### src/rtl/disp_pkg.sv
// Shared defaults, digit-position width helper and scan FSM states for display_scan.
package disp_pkg;
  localparam int DEF_NUM_DIGITS = 6;
  localparam int DEF_DIGIT_W    = 5;
  localparam int DEF_DWELL      = 2;
  localparam int DEF_BLANK      = 0;

  typedef enum logic [1:0] {
    ST_START = 2'd0,
    ST_SHOW  = 2'd1,
    ST_BLANK = 2'd2
  } scan_state_e;

  // A single position still needs a one-bit index.
  function automatic int pos_width(input int n);
    return (n > 2) ? $clog2(n) : 1;
  endfunction
endpackage

### src/rtl/display_scan_timer.sv
// Scan sequencer for display_scan: dwell/blank counting, START/SHOW/BLANK FSM and
// digit index wrap; announces SHOW entries (step) and frame starts one edge ahead.
module display_scan_timer
  import disp_pkg::*;
#(
  parameter int NUM_DIGITS = DEF_NUM_DIGITS,
  parameter int DWELL      = DEF_DWELL,
  parameter int BLANK      = DEF_BLANK,
  localparam int POS_W     = pos_width(NUM_DIGITS)
) (
  input  logic             clk,
  input  logic             rst_n,
  output logic             step,
  output logic [POS_W-1:0] step_idx,
  output logic             frame_go,
  output logic [1:0]       next_state
);
  localparam int CNT_MAX = (DWELL > BLANK) ? DWELL : BLANK;
  localparam int CNT_W   = $clog2(CNT_MAX + 1);

  scan_state_e      state, state_d;
  logic [POS_W-1:0] idx, idx_d, idx_inc;
  logic [CNT_W-1:0] cnt, cnt_d;
  logic             dwell_done, blank_done;

  // Explicit wrap keeps non-power-of-2 digit counts inside the valid range.
  assign idx_inc    = (idx == POS_W'(NUM_DIGITS - 1)) ? '0 : idx + 1'b1;
  assign dwell_done = (cnt == CNT_W'(DWELL - 1));
  assign blank_done = (cnt == CNT_W'(BLANK - 1));

  always_ff @(posedge clk) begin
    if (!rst_n) begin
      state <= ST_START;
      idx   <= '0;
      cnt   <= '0;
    end else begin
      state <= state_d;
      idx   <= idx_d;
      cnt   <= cnt_d;
    end
  end

  always_comb begin
    state_d = state;
    idx_d   = idx;
    cnt_d   = cnt + 1'b1;
    step    = 1'b0;
    case (state)
      ST_START: begin
        state_d = ST_SHOW;
        idx_d   = '0;
        cnt_d   = '0;
        step    = 1'b1;
      end
      ST_SHOW: begin
        if (dwell_done) begin
          cnt_d = '0;
          if (BLANK > 0) begin
            state_d = ST_BLANK;
          end else begin
            idx_d = idx_inc;
            step  = 1'b1;
          end
        end
      end
      ST_BLANK: begin
        if (blank_done) begin
          state_d = ST_SHOW;
          idx_d   = idx_inc;
          cnt_d   = '0;
          step    = 1'b1;
        end
      end
      default: begin
        state_d = ST_START;
        cnt_d   = '0;
      end
    endcase
  end

  assign step_idx   = idx_d;
  assign frame_go   = step && (idx_d == '0);
  assign next_state = state_d;
endmodule

### src/rtl/display_scan.sv
// Multiplexed-digit display driver: shadow shift register, tear-free commit to the
// active register at frame start, registered scan outputs. Option: DISPLAY_SCAN_LZB_EN.
module display_scan
  import disp_pkg::*;
#(
  parameter int NUM_DIGITS = DEF_NUM_DIGITS,
  parameter int DIGIT_W    = DEF_DIGIT_W,
  parameter int DWELL      = DEF_DWELL,
  parameter int BLANK      = DEF_BLANK,
  localparam int POS_W     = pos_width(NUM_DIGITS)
) (
  input  logic               clk,
  input  logic               rst_n,
  input  logic [DIGIT_W-1:0] in_digit,
  input  logic               in_valid,
  output logic               in_ready,
  input  logic               commit,
  output logic [POS_W-1:0]   digit_pos,
  output logic [DIGIT_W-1:0] digit_cur,
  output logic               digit_en,
  output logic               frame_start
);
  logic [DIGIT_W-1:0] shadow [NUM_DIGITS];
  logic [DIGIT_W-1:0] active [NUM_DIGITS];
  logic               pending, pending_d, publish, shift_go, show_en;
  logic               step, frame_go;
  logic [POS_W-1:0]   step_idx;
  logic [1:0]         next_state;

  display_scan_timer #(
    .NUM_DIGITS (NUM_DIGITS),
    .DWELL      (DWELL),
    .BLANK      (BLANK)
  ) u_timer (
    .clk        (clk),
    .rst_n      (rst_n),
    .step       (step),
    .step_idx   (step_idx),
    .frame_go   (frame_go),
    .next_state (next_state)
  );

  // Handshake: a digit transfers on any edge where in_valid && in_ready; in_valid
  // may be held without transfer while in_ready is low, and in_ready does not
  // depend on in_valid. in_ready stays low from commit until the publish edge.
  assign shift_go  = in_valid && in_ready;
  assign publish   = frame_go && pending;
  assign pending_d = publish ? 1'b0 : (pending || commit);

  always_ff @(posedge clk) begin
    if (!rst_n) begin
      for (int i = 0; i < NUM_DIGITS; i++) shadow[i] <= '0;
    end else if (shift_go) begin
      shadow[0] <= in_digit;
      for (int i = 1; i < NUM_DIGITS; i++) shadow[i] <= shadow[i-1];
    end
  end

  always_ff @(posedge clk) begin
    if (!rst_n) begin
      for (int i = 0; i < NUM_DIGITS; i++) active[i] <= '0;
    end else if (publish) begin
      for (int i = 0; i < NUM_DIGITS; i++) active[i] <= shadow[i];
    end
  end

`ifdef DISPLAY_SCAN_LZB_EN
  logic [NUM_DIGITS-1:0] lzb_mask, lzb_mask_d;
  logic                  lzb_seen;

  // Mask zeros from the top position down until the first nonzero; position 0 always shows.
  always_comb begin
    lzb_mask_d = '0;
    lzb_seen   = 1'b0;
    for (int i = NUM_DIGITS - 1; i >= 1; i--) begin
      lzb_seen      = lzb_seen | (shadow[i] != '0);
      lzb_mask_d[i] = ~lzb_seen;
    end
  end

  always_ff @(posedge clk) begin
    if (!rst_n) lzb_mask <= '0;
    else if (publish) lzb_mask <= lzb_mask_d;
  end

  assign show_en = ~lzb_mask[step_idx];
`else
  assign show_en = 1'b1;
`endif

  always_ff @(posedge clk) begin
    if (!rst_n) begin
      pending     <= 1'b0;
      in_ready    <= 1'b0;
      digit_pos   <= '0;
      digit_cur   <= '0;
      digit_en    <= 1'b0;
      frame_start <= 1'b0;
    end else begin
      pending     <= pending_d;
      in_ready    <= ~pending_d;
      frame_start <= frame_go;
      if (step) begin
        digit_pos <= step_idx;
        // On the publish edge active is still old; the new first digit comes from shadow.
        digit_cur <= publish ? shadow[0] : active[step_idx];
        digit_en  <= show_en;
      end else if (next_state == ST_BLANK) begin
        digit_en  <= 1'b0;
      end
    end
  end
endmodule

### config.mk
export PLATFORM = sky130hd
export DESIGN_NAME = display_scan
export DESIGN_NICKNAME = d
export VERILOG_FILES = /design/src/rtl/disp_pkg.sv /design/src/rtl/display_scan_timer.sv /design/src/rtl/display_scan.sv
export SDC_FILE = /design/constraint.sdc
export NUM_CORES = 1
export LEC_CHECK = 0
export BUFFER_PORTS_ARGS = -buffer_cell sky130_fd_sc_hd__buf_2
export CAP_MARGIN = 20
export CORE_ASPECT_RATIO = 1.25
export CORE_MARGIN = 2
export CORE_UTILIZATION = 55
export DETAILED_ROUTE_END_ITERATION = 6
export MAX_ROUTING_LAYER = met4
export PLACE_DENSITY_LB_ADDON = 0.25
export SLEW_MARGIN = 20
export SYNTH_ARGS = -nofsm -noshare
export SYNTH_HDL_FRONTEND = slang
export SYNTH_SLANG_ARGS = --single-unit
export TNS_END_PERCENT = 50
### constraint.sdc
create_clock -name clk -period 4.5 [get_ports clk]
set_input_delay 0.675 -clock clk [delete_from_list [all_inputs] [get_ports clk]]
set_output_delay 0.675 -clock clk [all_outputs]
set_load 0.05 [all_outputs]
# Word level (Yosys, flattened, before mapping)
# Memory sizes are Yosys's and may differ from the RTL's. A register that Yosys moved wholly into a read port is not among the register bits.
# Cells that the tools add are included.
[word_totals]
mem_bits_rw = 60
register_bits = 14
memories = 2
output_inout_bits = 11
romBits = 0
in_bits = 9
latchBits = 0
elab_cells = 73
[op_classes]
multipliers = 0
n_div = 0
n_shift = 0
n_reduce_logical = 8
bitwise = 13
n_addsub = 2
n_eq_ne = 6
mux = 34
magnitude_cmp = 0
[mem_list]
columns = ["name", "depth", "width", "read_ports", "rd_ports_with_merged_regs", "write_ports", "line", "rtl"]
rows = [
  ["active", 6, 5, 1, 1, 6, "display_scan.sv:24", "logic [DIGIT_W-1:0] active [NUM_DIGITS];"],
  ["shadow", 6, 5, 6, 0, 6, "display_scan.sv:23", "logic [DIGIT_W-1:0] shadow [NUM_DIGITS];"],
]
[ops]
columns = ["operator", "n"]
rows = [
  ["$mux 5", 12],
  ["$mux 1", 12],
  ["$or 1x1->1", 12],
  ["$mux 3", 3],
  ["$pmux 3 s3", 1],
  ["$eq 2x2->1 const B", 3],
  ["$mux 2", 3],
  ["$pmux 2 s3", 1],
  ["$eq 2x1->1 const B", 2],
  ["$pmux 2 s2", 1],
  ["$add 3x1->3 const B", 1],
  ["$eq 3x3->1 const B", 1],
  ["$logic_and 1x1->1", 3],
  ["$logic_not 3->1", 1],
  ["$pmux 1 s3", 1],
  ["$add 2x1->2 const B", 1],
  ["$logic_not 2->1", 1],
  ["$reduce_bool 2->1", 1],
  ["$logic_not 1->1", 1],
  ["$logic_or 1x1->1", 1],
  ["$not 1->1", 1],
]

# Depth between registers and ports, before layout
[depth]
depth_word = 11
ltp_mapped = 9
ltp_nobuf = 8

# By module
# Synthesis repeated with hierarchy kept, for this count alone.
[unflattened]
hier_cells = 271
area_unflattened_um2 = 3533.4
[modules_own_cells]
columns = ["module", "area_per_inst_um2", "n_inst", "seq_area_each_um2", "cells_per_inst"]
rows = [
  ["display_scan", 2999.1, 1, 2042.0, 207],
  ["display_scan_timer", 534.3, 1, 140.1, 64],
]

# Least setup slack after synthesis
# OpenSTA, ideal clock, no wires.
[synth_path]
path_type = "register to register"
start = "reg u_timer.state[0]"
end = "mem active[0][0] in the netlist's numbering (enable)"
path_buffers = 1
setup_slack_ns = 1.583
period_less_slack_ns = 2.917
path_stages_with_launch = 9
t_arrival_ns = 2.530
cell_sequence = "dfxtp_1 > inv_1 > ha_1 > nor2b_4 > or4_4 > buf_6 > a221oi_4 > nand3_1 > nand2_1"
[synth_lines]
columns = ["item", "line", "rtl"]
rows = [
  ["from (decl)", "display_scan_timer.sv:21", "scan_state_e state, state_d;"],
  ["from (signal assigned)", "display_scan_timer.sv:37", "state <= state_d;"],
  ["to (decl)", "display_scan.sv:24", ""],
]

# Final worst setup path
[layout_path]
start = "reg u_timer.state[0]"
end = "reg digit_cur[1]"
[layout_via]
elab_chain_cells = 2
elab_cells_between_ends = 5
cone_classes = "2 x eq/ne; 2 x mux; 1 x reduce/logical"
[layout_lines]
columns = ["item", "line", "rtl"]
rows = [
  ["$eq 2x2->1 (tied with other cells)", "display_scan_timer.sv:48", "case (state)"],
  ["$pmux 3 s3 / $pmux 1 s3 (equally long branches)", "display_scan_timer.sv:48", ""],
  ["to (signal assigned)", "display_scan.sv:106", "digit_cur <= publish ? shadow[0] : active[step_idx];"],
  ["to (decl)", "display_scan.sv:19", "output logic [DIGIT_W-1:0] digit_cur,"],
]
# Several ways; a longest one is shown, not always the timed one.
# A chain may end at the register's enable or synchronous reset.

==> results.txt <==
Power density relative to cell area: 372.2 nW/um2. The run gives 290 as the synthesized net count. The critical path goes through inv_1 -> ha_1 -> nor2b_4 -> or4_4 -> a221oi_4 -> buf_4 -> and2_1 -> a211oi_1 -> a221o_1. The post-route standard cell area excluding fillers came out at 3772 um2.

The final global-route overflow total was 0; the detailed-route DRC error count was 0. The CTS buffer count was 9; the met1 usage was 27.27%. The finished layout holds 381 standard cells, fillers aside. The tools report the routed wire length as 6123 um. The logs give 194.3 uV for the worst IR drop on VDD and 0 ps for the accumulated negative setup slack. The number of rows in the core area was 32; the data arrival time of the critical path was 3040 ps. The placer congestion estimate came out at 0.8359.

The number of global-route vias before repair came out at 2,048. The number of antenna diodes in the final layout is 0. Once the clock tree was built, the resizer swapped 0 gates to a different size. Final-report hold violation count: 0. In the layout the commonest cells are sky130_fd_sc_hd__edfxtp_1 (60), sky130_fd_sc_hd__and3_1 (33), sky130_fd_sc_hd__and2_1 (33).

The max-slew violation count was 0. Setup repair after global routing left no endpoint under its margin. The number of vias per cell after detailed routing was 5.625. Buffers placed on the I/O ports in this run total 19.

The tools report the detailed placer's ending HPWL as 4031 um. Yosys attributes the largest share of cell area to sky130_fd_sc_hd__edfxtp_1 (52%), sky130_fd_sc_hd__dfxtp_1 (11%), sky130_fd_sc_hd__and2_1 (6.0%). Setup violations remaining at the end of the flow were counted as 0.

The largest driver fanout on the critical path was 31; the largest net degree at the start of global routing was 34. Clock period minus final worst setup slack: 2812 ps. The die is 74.94 um wide. The ratio of cells with drive above 1 in the final layout works out to 16.55%. Measured against its own limit, the worst slew margin works out to 39.05%.

Counting flops with an async set or reset pin after synthesis yields a share of 0%. For the flop-to-flop setup slack, the log shows 1690 ps. The cell type with the largest total area after synthesis was sky130_fd_sc_hd__edfxtp_1.

The number of top-level design ports was 20. TritonCTS built the clock tree. The logs give 79 for the sink count of the clock tree and 2 for the maximum clock path buffer count. Broken down by cell family, the worst path's largest delay share belongs to simple AND/OR/NAND/NOR gates.

Routed wirelength normalized by instance count: 16.07 um. The category of the worst setup path launch point was a flip-flop. The worst path required time was 4730 ps. The startpoint identified for the worst hold timing path is digit_cur[4].

The capturing point of the worst reg2reg path was digit_cur[1]. The min-delay analysis places its worst path in the category reg -> reg. The synthesized area per cell is 12.63 um2, and the met2 usage is 30.41%. The area growth from synthesis to layout came out at 9.042%. Static timing analysis puts the maximum clock frequency at 0.3557 GHz.

The number of distinct library cells after synthesis is 42, and the register bit total from synthesis is 79. Actual slew at the worst max-slew pin: 914.3 ps. Global routing consumed, on the met3 layer, 5.005% of the routing resources. The number of detailed-routing iterations run before antenna repair came out at 4.

The slowest stage of the critical path is the sky130_fd_sc_hd__or4_4 cell. The clock insertion delay at the later pin of the skew report is 340 ps, and the number of synthesis warnings is 0. The global-route wire length before repair came out at 10,180 um. In the final design database the tool counted 308 nets. After clock tree synthesis, the flow added hold-fix buffers numbering 0. The final clock skew came out at 6.547 ps. The initial antenna violation count came out at 0. The most frequently used flop master after synthesis was sky130_fd_sc_hd__edfxtp_1. The worst setup path is captured at a flip-flop. For the worst flop-to-flop path, the logic depth is 9.

In the global route stage, overall resource usage came out at 20.39%. In this run the cell area of the synthesized design comes to 3460 um2. Summed over all cells, the static leakage comes to 1.555 nW.

The routed layout has 2,143 vias. The tree is rooted in a sky130_fd_sc_hd__clkbuf_8. The vertical extent of the die was 92.67 um; the portion of the clock cycle consumed by the worst path in the final layout was 62.48%. For the remaining antenna violation count after routing, the log shows 0. The global-route layer with the greatest usage is met2. The tools report the share of the yosys chip area belonging to registers as 63.07%. Including well taps, the total number of placed cells is 366. The number of synthesized flops with an enable pin is 60. The library cell used most frequently in the layout, excluding fill and tap cells, is sky130_fd_sc_hd__edfxtp_1. For this configuration, the core starts out at a cell density of 56.47%.

The total die area is 6944 um2. The delay of the slowest cell on the worst path came out at 580 ps. Summing internal, switching and leakage power gives 1.404 mW. Buffers added to address setup during post-CTS repair amount to 0.

In this run the biggest area consumer among cell types represents 52.08% of the synthesized area. After clock tree synthesis, the clock-pin slew on the worst setup and hold paths is 70 ps. In the synthesized netlist, the number of instances is 274. For the post-detailed-placement cell area, the log shows 3618 um2.

The H-tree level count was 3; the total of max-cap violations was 0. The run finished with clean final reports. The total area inside the core boundary comes to 6126 um2. The tools report the sink of the worst hold path as digit_cur[4]. The worst hold path passes through 2 cells. In this run the critical register-to-register path is launched from u_timer.state[0].

The type of the worst setup path was reg -> reg. Counting both buffers and inverters, the worst setup path holds a total of 2. Violation count after the first detailed-routing iteration: 181.
[metrics by stage]
| step | hold slack [ps] | util (%) | worst slack [ps] |
|---|---|---|---|
| 2_1_floorplan | 455.7 | - | 1583 |
| 3_3_place_gp | 450.2 | 59.07 | 1810 |
| 3_5_place_dp | 439.2 | 59.07 | 1684 |
| 4_1_cts | 449.8 | 61.58 | 1686 |
| 5_1_grt | 482.9 | 61.58 | 1481 |
| 6_report | 456.9 | 61.58 | 1688 |
[per-layer routing]
metal  wire (um)  up-vias
met5           0        -
met4          64        0
met3         284        6
met2        3036       50
met1        2737     1045
li1            -     1042
[sequential cells by signal, summed over array words and instances, names as in the netlist, 2 cells and up]
register	count
active	30
digit_cur	5
digit_pos	3
shadow	30
u_timer.cnt	2
u_timer.idx	3
u_timer.state	2
[worst max-delay path by stage]
stage / startpoint / to / slack (ps) / cells past startpoint
floorplan: u_timer.state[0] / active[0][0] / 1580 / 8
global placement: u_timer.state[0] / digit_cur[1] / 1810 / 9
detailed placement: u_timer.state[0] / digit_cur[1] / 1680 / 9
CTS: u_timer.state[0] / digit_cur[1] / 1690 / 9
global route: u_timer.state[1] / digit_cur[1] / 1480 / 8
finish: u_timer.state[0] / digit_cur[1] / 1690 / 9
[worst min-delay path: cells and delay by family, from the launching register on]
kind / cells / cell delay (ps)
AOI/OAI and AO/OA: 1 / 50
DFF: 1 / 320
and+or+nand+nor: 1 / 50
[power breakdown]
| part | internal [mW] | switching (mW) |
|---|---|---|
| Clock | 0.193 | 0.238 |
| Sequential | 0.832 | 0.0179 |
| Combinational | 0.0385 | 0.0856 |
[final cells by class]
type | instances | area [um2]
Clock buffer | 10 | 127.6
Timing Repair Buffer | 23 | 125.1
Sequential cell | 79 | 2182
Inverter | 8 | 30.03
Tap cell | 85 | 106.4
Fill cell | 512 | 2354
Clock inverter | 5 | 26.28
Multi-Input combinational cell | 171 | 1175
[cells in the mapped netlist, types with 2 or more instances]
master / n
sky130_fd_sc_hd__edfxtp_1: 60
sky130_fd_sc_hd__and2_1: 33
sky130_fd_sc_hd__and3_1: 33
sky130_fd_sc_hd__dfxtp_1: 19
sky130_fd_sc_hd__nand2_1: 16
sky130_fd_sc_hd__nor2_1: 16
sky130_fd_sc_hd__clkbuf_1: 11
sky130_fd_sc_hd__inv_1: 8
sky130_fd_sc_hd__ha_1: 7
sky130_fd_sc_hd__a22oi_1: 6
sky130_fd_sc_hd__mux2_2: 6
sky130_fd_sc_hd__o21ai_0: 6
sky130_fd_sc_hd__a211oi_1: 5
sky130_fd_sc_hd__a21oi_1: 5
sky130_fd_sc_hd__mux2i_1: 4
sky130_fd_sc_hd__o21ai_1: 4
sky130_fd_sc_hd__buf_2: 3
sky130_fd_sc_hd__o221ai_1: 3
sky130_fd_sc_hd__a221o_1: 2
sky130_fd_sc_hd__a221oi_2: 2
sky130_fd_sc_hd__a22o_1: 2
sky130_fd_sc_hd__nor2b_4: 2
sky130_fd_sc_hd__nor3_1: 2
[logic make-up after synthesis]
kind of cell | count (synthesis) | share of synthesized area [%]
simple gates | 110 | 18.23
flops | 79 | 63.07
compound gates | 44 | 10.09
buf+inv | 24 | 2.965
mux | 10 | 3.110
fa+ha+maj | 7 | 2.532
(Power assumes the default switching activity.)
